==> config.mk <==
export PLATFORM = sky130hd
export DESIGN_NAME = od_line_receiver
export DESIGN_NICKNAME = d
export VERILOG_FILES = /design/src/rtl/od_line_receiver.sv
export SDC_FILE = /design/constraint.sdc
export NUM_CORES = 1
export LEC_CHECK = 0
export CAP_MARGIN = 15
export CORE_UTILIZATION = 45
export CTS_CLUSTER_DIAMETER = 30
export DETAILED_ROUTE_END_ITERATION = 10
export HOLD_SLACK_MARGIN = 0.1
export MAX_ROUTING_LAYER = met4
export PLACE_DENSITY = 0.68
export REMOVE_ABC_BUFFERS = 1
export SLEW_MARGIN = 20
export SYNTH_ARGS = -nofsm -noshare
export SYNTH_HDL_FRONTEND = slang
export SYNTH_SLANG_ARGS = --single-unit
==> constraint.sdc <==
create_clock -name clk -period 2.45 [get_ports clk]
set_input_delay 0.245 -clock clk [delete_from_list [all_inputs] [get_ports clk]]
set_output_delay 0.245 -clock clk [all_outputs]
set_load 0.005 [all_outputs]
==> src/rtl/od_line_receiver.sv <==
// Open-drain line receiver: per-bit 2-flop sync, glitch filter, sticky fall/overflow flags.
// Optional release-event flags are built when OD_RX_RISE_EVT_EN is defined.
module od_line_receiver #(
  parameter int unsigned WIDTH  = 6,
  parameter int unsigned FILTER = 4
) (
  input  logic             clk,
  input  logic             rst_n,
  input  logic [WIDTH-1:0] line,
  input  logic             evt_ack,
  output logic [WIDTH-1:0] asserted,
  output logic [WIDTH-1:0] fall_evt,
  output logic [WIDTH-1:0] evt_ovf,
`ifdef OD_RX_RISE_EVT_EN
  output logic [WIDTH-1:0] rise_evt,
`endif
  output logic             evt_valid
);

  localparam int unsigned CW = $clog2(FILTER + 1);
  localparam logic [CW-1:0] CntLast = CW'(FILTER - 1);

  logic [WIDTH-1:0] s1_q, s2_q;
  logic [WIDTH-1:0] state_q, state_d;
  logic [CW-1:0]    cnt_q [WIDTH];
  logic [CW-1:0]    cnt_d [WIDTH];
  logic [WIDTH-1:0] fall;
  logic [WIDTH-1:0] fall_evt_q, fall_evt_d;
  logic [WIDTH-1:0] evt_ovf_q, evt_ovf_d;

  // Counter only advances while the synchronized level disagrees with the filtered state.
  always_comb begin
    state_d = state_q;
    for (int i = 0; i < WIDTH; i++) begin
      cnt_d[i] = '0;
      if (s2_q[i] != state_q[i]) begin
        if (cnt_q[i] == CntLast) begin
          state_d[i] = ~state_q[i];
        end else begin
          cnt_d[i] = cnt_q[i] + CW'(1);
        end
      end
    end
  end

  assign fall = state_q & ~state_d;

  // A fall on the ack edge survives the clear and is not an overflow.
  always_comb begin
    fall_evt_d = fall_evt_q | fall;
    evt_ovf_d  = evt_ovf_q | (fall_evt_q & fall);
    if (evt_ack) begin
      fall_evt_d = fall;
      evt_ovf_d  = '0;
    end
  end

  always_ff @(posedge clk or negedge rst_n) begin
    if (!rst_n) begin
      s1_q       <= '1;
      s2_q       <= '1;
      state_q    <= '1;
      fall_evt_q <= '0;
      evt_ovf_q  <= '0;
      for (int i = 0; i < WIDTH; i++) begin
        cnt_q[i] <= '0;
      end
    end else begin
      s1_q       <= line;
      s2_q       <= s1_q;
      state_q    <= state_d;
      fall_evt_q <= fall_evt_d;
      evt_ovf_q  <= evt_ovf_d;
      for (int i = 0; i < WIDTH; i++) begin
        cnt_q[i] <= cnt_d[i];
      end
    end
  end

  assign asserted = ~state_q;
  assign fall_evt = fall_evt_q;
  assign evt_ovf  = evt_ovf_q;

`ifdef OD_RX_RISE_EVT_EN
  logic [WIDTH-1:0] rise;
  logic [WIDTH-1:0] rise_evt_q, rise_evt_d;

  assign rise = ~state_q & state_d;

  always_comb begin
    rise_evt_d = rise_evt_q | rise;
    if (evt_ack) begin
      rise_evt_d = rise;
    end
  end

  always_ff @(posedge clk or negedge rst_n) begin
    if (!rst_n) begin
      rise_evt_q <= '0;
    end else begin
      rise_evt_q <= rise_evt_d;
    end
  end

  assign rise_evt  = rise_evt_q;
  assign evt_valid = (|fall_evt_q) | (|rise_evt_q);
`else
  assign evt_valid = |fall_evt_q;
`endif

endmodule

==> flow_summary.toml, run 1 <==
[synthesis]
synth_ff_type = "dfrtp_1"
yosys.area.top_type_share_pct = 40.4
netlist_area_um2 = 1860
yosysUniqueCellTypes = 21
synth-seq-cells = 48
synthesis.instances = 130
yosys-top-cells-count = "30 x dfrtp_1, 18 x dfstp_2, 12 x inv_1"
postSynthAreaPerCell_um2 = 14.3
synth_edf_count = 0
synth_seq_area_share_pct = 65.9
yosysMostFrequentCell = "dfrtp_1"
synthArstFlopShare_pct = 100
yosys_warnings = 0
netlist_top_cells_area = "dfrtp_1 40%, dfstp_2 25%, ha_1 4.0%"
yosysTopAreaCell = "dfrtp_1"

[route]
drt_iter0_markers = 40
final_antenna_net_count = 0
drt-total-wl_um = 2720
via_per_inst = 5.03
vias = 1077
wire_per_inst_um = 12.7
firstDrtPassIters = 2
drc = 0

[cells_and_area]
nets = 180
drive_above_1_share_pct = 22.9
n_antenna_cell = 0
areaGrowthSynthToFinish_pct = 23.4
fin_cells = 214

[sta]
period_needed_ns = 1.77
finalHoldViolCount = 0
rsz0062_at_grt = "false"
hold-worst-slack_ns = 0.345
worst_pin_slew_ns = 0.471
slew_viol_final = 0
setup_tns_ns = 0
setup_viol = 0
fmax_mhz = 566
maxSlewHeadroom_pct = 68.6
fin_crit_sh_pct = 72.1
finClkSkew_ns = 0.00586
worst_slack_ns = 0.683

[setup_path]
r2r_cells = 3
crit_required_ns = 2.20
worstPathMaxFanout = 3
ff2ff_setup_slack_ns = 1.27
r2r-end = "state_q[0]$_DFF_PN1_"
cp-startpoint = "fall_evt[3]$_DFF_PN0_"
arrival_ns = 1.52
endpoint = "evt_valid"
regToRegStartpoint = "cnt_q[15]$_DFF_PN0_"
crit_type = "register to primary output"
crit_path_end_kind = "primary output"
start_kind = "register"

[min_path]
min_from = "line[4]"
min_path_type = "input port to register"

[placed_design]
dpl.hpwl_um = 1960
dp.cells = 204
routabilityCongestion = 0.694
post-place-ws_ns = 1.00
port_buffers = 27

[cts]
root_buffer = "clkbuf_8"
cts_hold_buf = 0
clk_pin_slew_worst_paths_ns = 0.08
ctsResizeCount = 0
cts_buffers = 5
post_cts_buffers = 0
cts.sinks = 48
worstSkewPairLatency_ns = 0.30
cts_buffer_depth = 2
cts_tree = "done"
htree_levels = 2

[grt]
antenna_found_initial = 0
grt_max_degree = 49
grt_pass1_wl_um = 4840
overflow = 0
first_global_vias = 1137
globalRouteTotalUtil_pct = 15.6

[power]
ir_drop_mv = 0.462
leakagePower_nw = 1.01
p_per_area_nw_per_um2 = 910

[die]
die_h_um = 66.3
coreArea_um2 = 3800
die_area_um2 = 4390
row_count = 22
initial_core_util_pct = 48.9
io_pins = 28
die_x_um = 66.3

[run]
drv_cap = 0

[outcome]
outcome = "completed"
==> per-stage QoR <==
stage                     instance area, um^2  power [mW]  util [%]
after floorplan                          1850        1.42         -
after global placement                   2180        1.63      57.3
after detailed placement                 2180        1.66      57.3
after CTS                                2260        2.11      59.6
after global routing                     2290        2.24      60.4
final                                    2290        2.09      60.4
==> layout by cell type, fill, tap and decap left out, types with 3 or more instances in the layout <==
| cell type | synthesis | layout |
|---|---|---|
| clkdlybuf4s50_1 | 0 | 26 |
| xnor2_1 | 6 | 6 |
| nor3_1 | 5 | 5 |
| clkbuf_8 | 0 | 5 |
| nand4bb_1 | 6 | 6 |
| ha_1 | 6 | 6 |
| nor3b_1 | 9 | 9 |
| nor2b_4 | 3 | 3 |
| o22ai_1 | 6 | 6 |
| nand2_1 | 7 | 7 |
| nand2b_1 | 6 | 6 |
| and2b_4 | 3 | 3 |
| inv_1 | 12 | 12 |
| mux2_4 | 3 | 3 |
| dfrtp_1 | 30 | 30 |
| mux2_1 | 3 | 3 |
| dfstp_2 | 18 | 18 |
==> sequential cells by signal, indices dropped and copies added, names as in the netlist <==
name and flops:
s2_q 6, fall_evt 6, state_q 6, s1_q 6
cnt_q 18, evt_ovf 6
==> worst max-delay path, stage by stage, from the launching register on <==
cell             delay (ns)
dfrtp_1                0.40
nor4_1                 0.30
nand2_1                0.09
clkdlybuf4s50_1        0.44
==> per-layer routing <==
layer | track usage (%) | up-vias | part of all wire (%)
met2 | 25.5 | 23 | 52
li1 | - | 505 | -
met4 | 5.59 | 0 | 0.92
met1 | 16.8 | 544 | 43
met3 | 6.90 | 5 | 4.7
met5 | - | - | 0
==> final cells by class <==
class                           count  area, um^2
Clock inverter                      2        12.5
Sequential cell                    48        1220
Tap cell                           48        60.1
Fill cell                         320        1510
Multi-Input combinational cell     69         584
Clock buffer                        6        72.6
Timing Repair Buffer               29         295
Inverter                           12        45.0
==> power breakdown <==
part	internal (mW)	total, mW	switching, mW
Sequential	0.989	1.10	0.107
Combinational	0.341	0.551	0.209
Clock	0.199	0.442	0.242
==> worst min path at each step <==
stage	end	slack [ns]	depth (start not counted)
after floorplan	cnt_q[0]$_DFF_PN0_	-0.05	0
after global placement	s2_q[0]$_DFF_PN1_	0.35	0
after detailed placement	s2_q[5]$_DFF_PN1_	0.35	0
after CTS	cnt_q[0]$_DFF_PN0_	0.14	1
after global routing	s1_q[1]$_DFF_PN1_	0.33	1
final	s1_q[4]$_DFF_PN1_	0.34	1
==> cells by family after synthesis <==
| family | count (synthesis) | share of synthesized area, % |
|---|---|---|
| xor gates and xnor gates | 6 | 2.83 |
| AOI/OAI and AO/OA | 6 | 2.02 |
| DFF | 48 | 65.9 |
| buffers and inverters | 13 | 2.69 |
| and+or+nand+nor | 45 | 18.3 |
| muxes | 6 | 4.24 |
| adders and majority gates | 6 | 4.04 |
(Power assumes the default switching activity.)
==> run 2, diff against run 1 <==
Settings changed: PLACE_DENSITY 0.68 to 0.71.
Clock period 2.45 ns to 1.5 ns, I/O delays scaled along.
==> run 2 against run 1 <==
  * Sequential power is 59% higher
  * First-iteration DRC count up 45%
  * Flip-flop and latch count unchanged
  * Critical path depth stayed put
  * Largest power group unchanged
  * Highest routed layer unchanged
==> flow_summary.toml, run 2 (synthesis results as in run 1) <==
[placed_design]
routabilityCongestion = 0.693
dpl.hpwl_um = 2060
port_buffers = 27
dpl-instance-area_um2 = 2200
post-place-ws_ns = 0.120
dp.cells = 205

[die]
row_count = 22
die_h_um = 66.3
coreArea_um2 = 3800
io_pins = 28
die_area_um2 = 4390
initial_core_util_pct = 48.9
die_x_um = 66.3

[cts]
cts_buffer_depth = 2
worstSkewPairLatency_ns = 0.28
cts_buffers = 5
clk_pin_slew_worst_paths_ns = 0.08
cts_tree = "done"
htree_levels = 2
cts.sinks = 48
root_buffer = "clkbuf_8"

[setup_path]
crit_required_ns = 1.35
crit_path_end_kind = "primary output"
start_kind = "register"
arrival_ns = 1.30
crit_type = "register to primary output"
path_buf_inv = 1
critPathMaxStageDelay_ns = 0.39
cp_slowest_cell = "dfrtp_1"
path_cells = "nor4_2, nand2_1, dlygate4sd2_1"
crit_family = "flip-flops"
worstPathMaxFanout = 2

[route]
via_per_inst = 4.95
wire_per_inst_um = 12.9
drc = 0
firstDrtPassIters = 4
drt_iter0_markers = 58
drt-total-wl_um = 2870
vias = 1099
final_antenna_net_count = 0

[grt]
antenna_found_initial = 0
overflow = 0
globalRouteTotalUtil_pct = 15.8
grt_max_degree = 29
grt_pass1_wl_um = 5010
first_global_vias = 1147

[cells_and_area]
drive_above_1_share_pct = 27.0
layout_common_cells = "30 x dfrtp_1, 22 x clkdlybuf4s50_1, 18 x dfstp_2, 12 x inv_1, 9 x nor3b_1"
top_register = "cnt_q"
areaGrowthSynthToFinish_pct = 28.6
final_common_cell = "dfrtp_1"
fin_area_um2 = 2390
n_antenna_cell = 0
fin_cells = 222
largest_reg_flops = 18
nets = 188

[sta]
finClkSkew_ns = 0.00227
fin_crit_sh_pct = 96.8
setup_viol = 0
worst_slack_ns = 0.0479
worst_pin_slew_ns = 0.490
period_needed_ns = 1.45
maxSlewHeadroom_pct = 67.3
slew_viol_final = 0
finalHoldViolCount = 0
fmax_mhz = 689
rsz0062_at_grt = "true"

[power]
p_seq_share_pct = 47.4
internal-power_mw = 2.74
power_frac_clock_pct = 24.1
ir_drop_mv = 0.807
p_per_area_nw_per_um2 = 1540
p_sw_mw = 0.943
power.share.switching_pct = 25.6
leakagePower_nw = 1.09
power_mw = 3.69
comb_power_share_pct = 28.4

[min_path]
min_path_type = "input port to register"

[run]
drv_cap = 0

[outcome]
outcome = "completed"
-- run 2: final cells by class --
class / instances / area, um^2
repair buffers: 37 / 362
clock inverters: 2 / 35.0
clock buffers: 6 / 72.6
fillers: 292 / 1410
flip-flops and latches: 48 / 1220
multi-input cells: 69 / 591
well taps: 48 / 60.1
inverters: 12 / 45.0
-- run 2: what timing repair did --
item                                    in CTS  in global routing
pin swaps                                    1                  0
hold buffers                                 1                  0
buffers inserted                             4                  4
hold endpoints to repair                    14                  0
resized for setup                            1                  4
endpoints found under the setup margin       3                  6
-- run 2: metal layers --
| metal | vias up | GRT usage (%) | wire, um |
|---|---|---|---|
| li1 | 520 | - | - |
| met4 | 0 | 4.79 | 29 |
| met3 | 4 | 4.14 | 113 |
| met5 | - | - | 0 |
| met1 | 554 | 18.3 | 1310 |
| met2 | 21 | 26.8 | 1410 |
-- run 2: final timing paths --
check	startpoint	to	slack, ns	cells past startpoint
hold / removal	line[2]	s1_q[2]$_DFF_PN1_	0.26	1
setup reg to reg	cnt_q[15]$_DFF_PN0_	state_q[0]$_DFF_PN1_	0.31	3
setup / recovery	fall_evt[3]$_DFF_PN0_	evt_valid	0.05	3
max in group asynchronous	rst_n	s2_q[4]$_DFF_PN1_	0.57	3
min in group asynchronous	rst_n	cnt_q[16]$_DFF_PN0_	0.35	2
hold reg to reg	s1_q[0]$_DFF_PN1_	s2_q[0]$_DFF_PN1_	0.36	0
-- run 2: worst register-to-register path: stages (launching register included) --
cell     delay (ns)
dfrtp_1        0.40
ha_1           0.25
and2b_4        0.19
mux2_4         0.29
-- run 2: through the flow --
| stage | hold slack (ns) | TNS (ns) | util, % |
|---|---|---|---|
| after CTS | 0.253 | 0 | 61.7 |
| after global routing | 0.248 | -0.0348 | 62.9 |
| after global placement | 0.130 | 0 | 57.9 |
| after floorplan | -0.146 | 0 | - |
| final | 0.260 | 0 | 62.9 |
| after detailed placement | 0.144 | 0 | 57.9 |
-- run 2: power by group through the flow --
stage                     sequential (mW)  combinational [mW]  clock (mW)
after floorplan                      1.78               0.549           0
after global placement               1.80               0.865           0
after detailed placement             1.82               0.908           0
after CTS                            1.78               0.972       0.921
after global routing                 1.78                1.18       0.983
final                                1.75                1.05       0.890
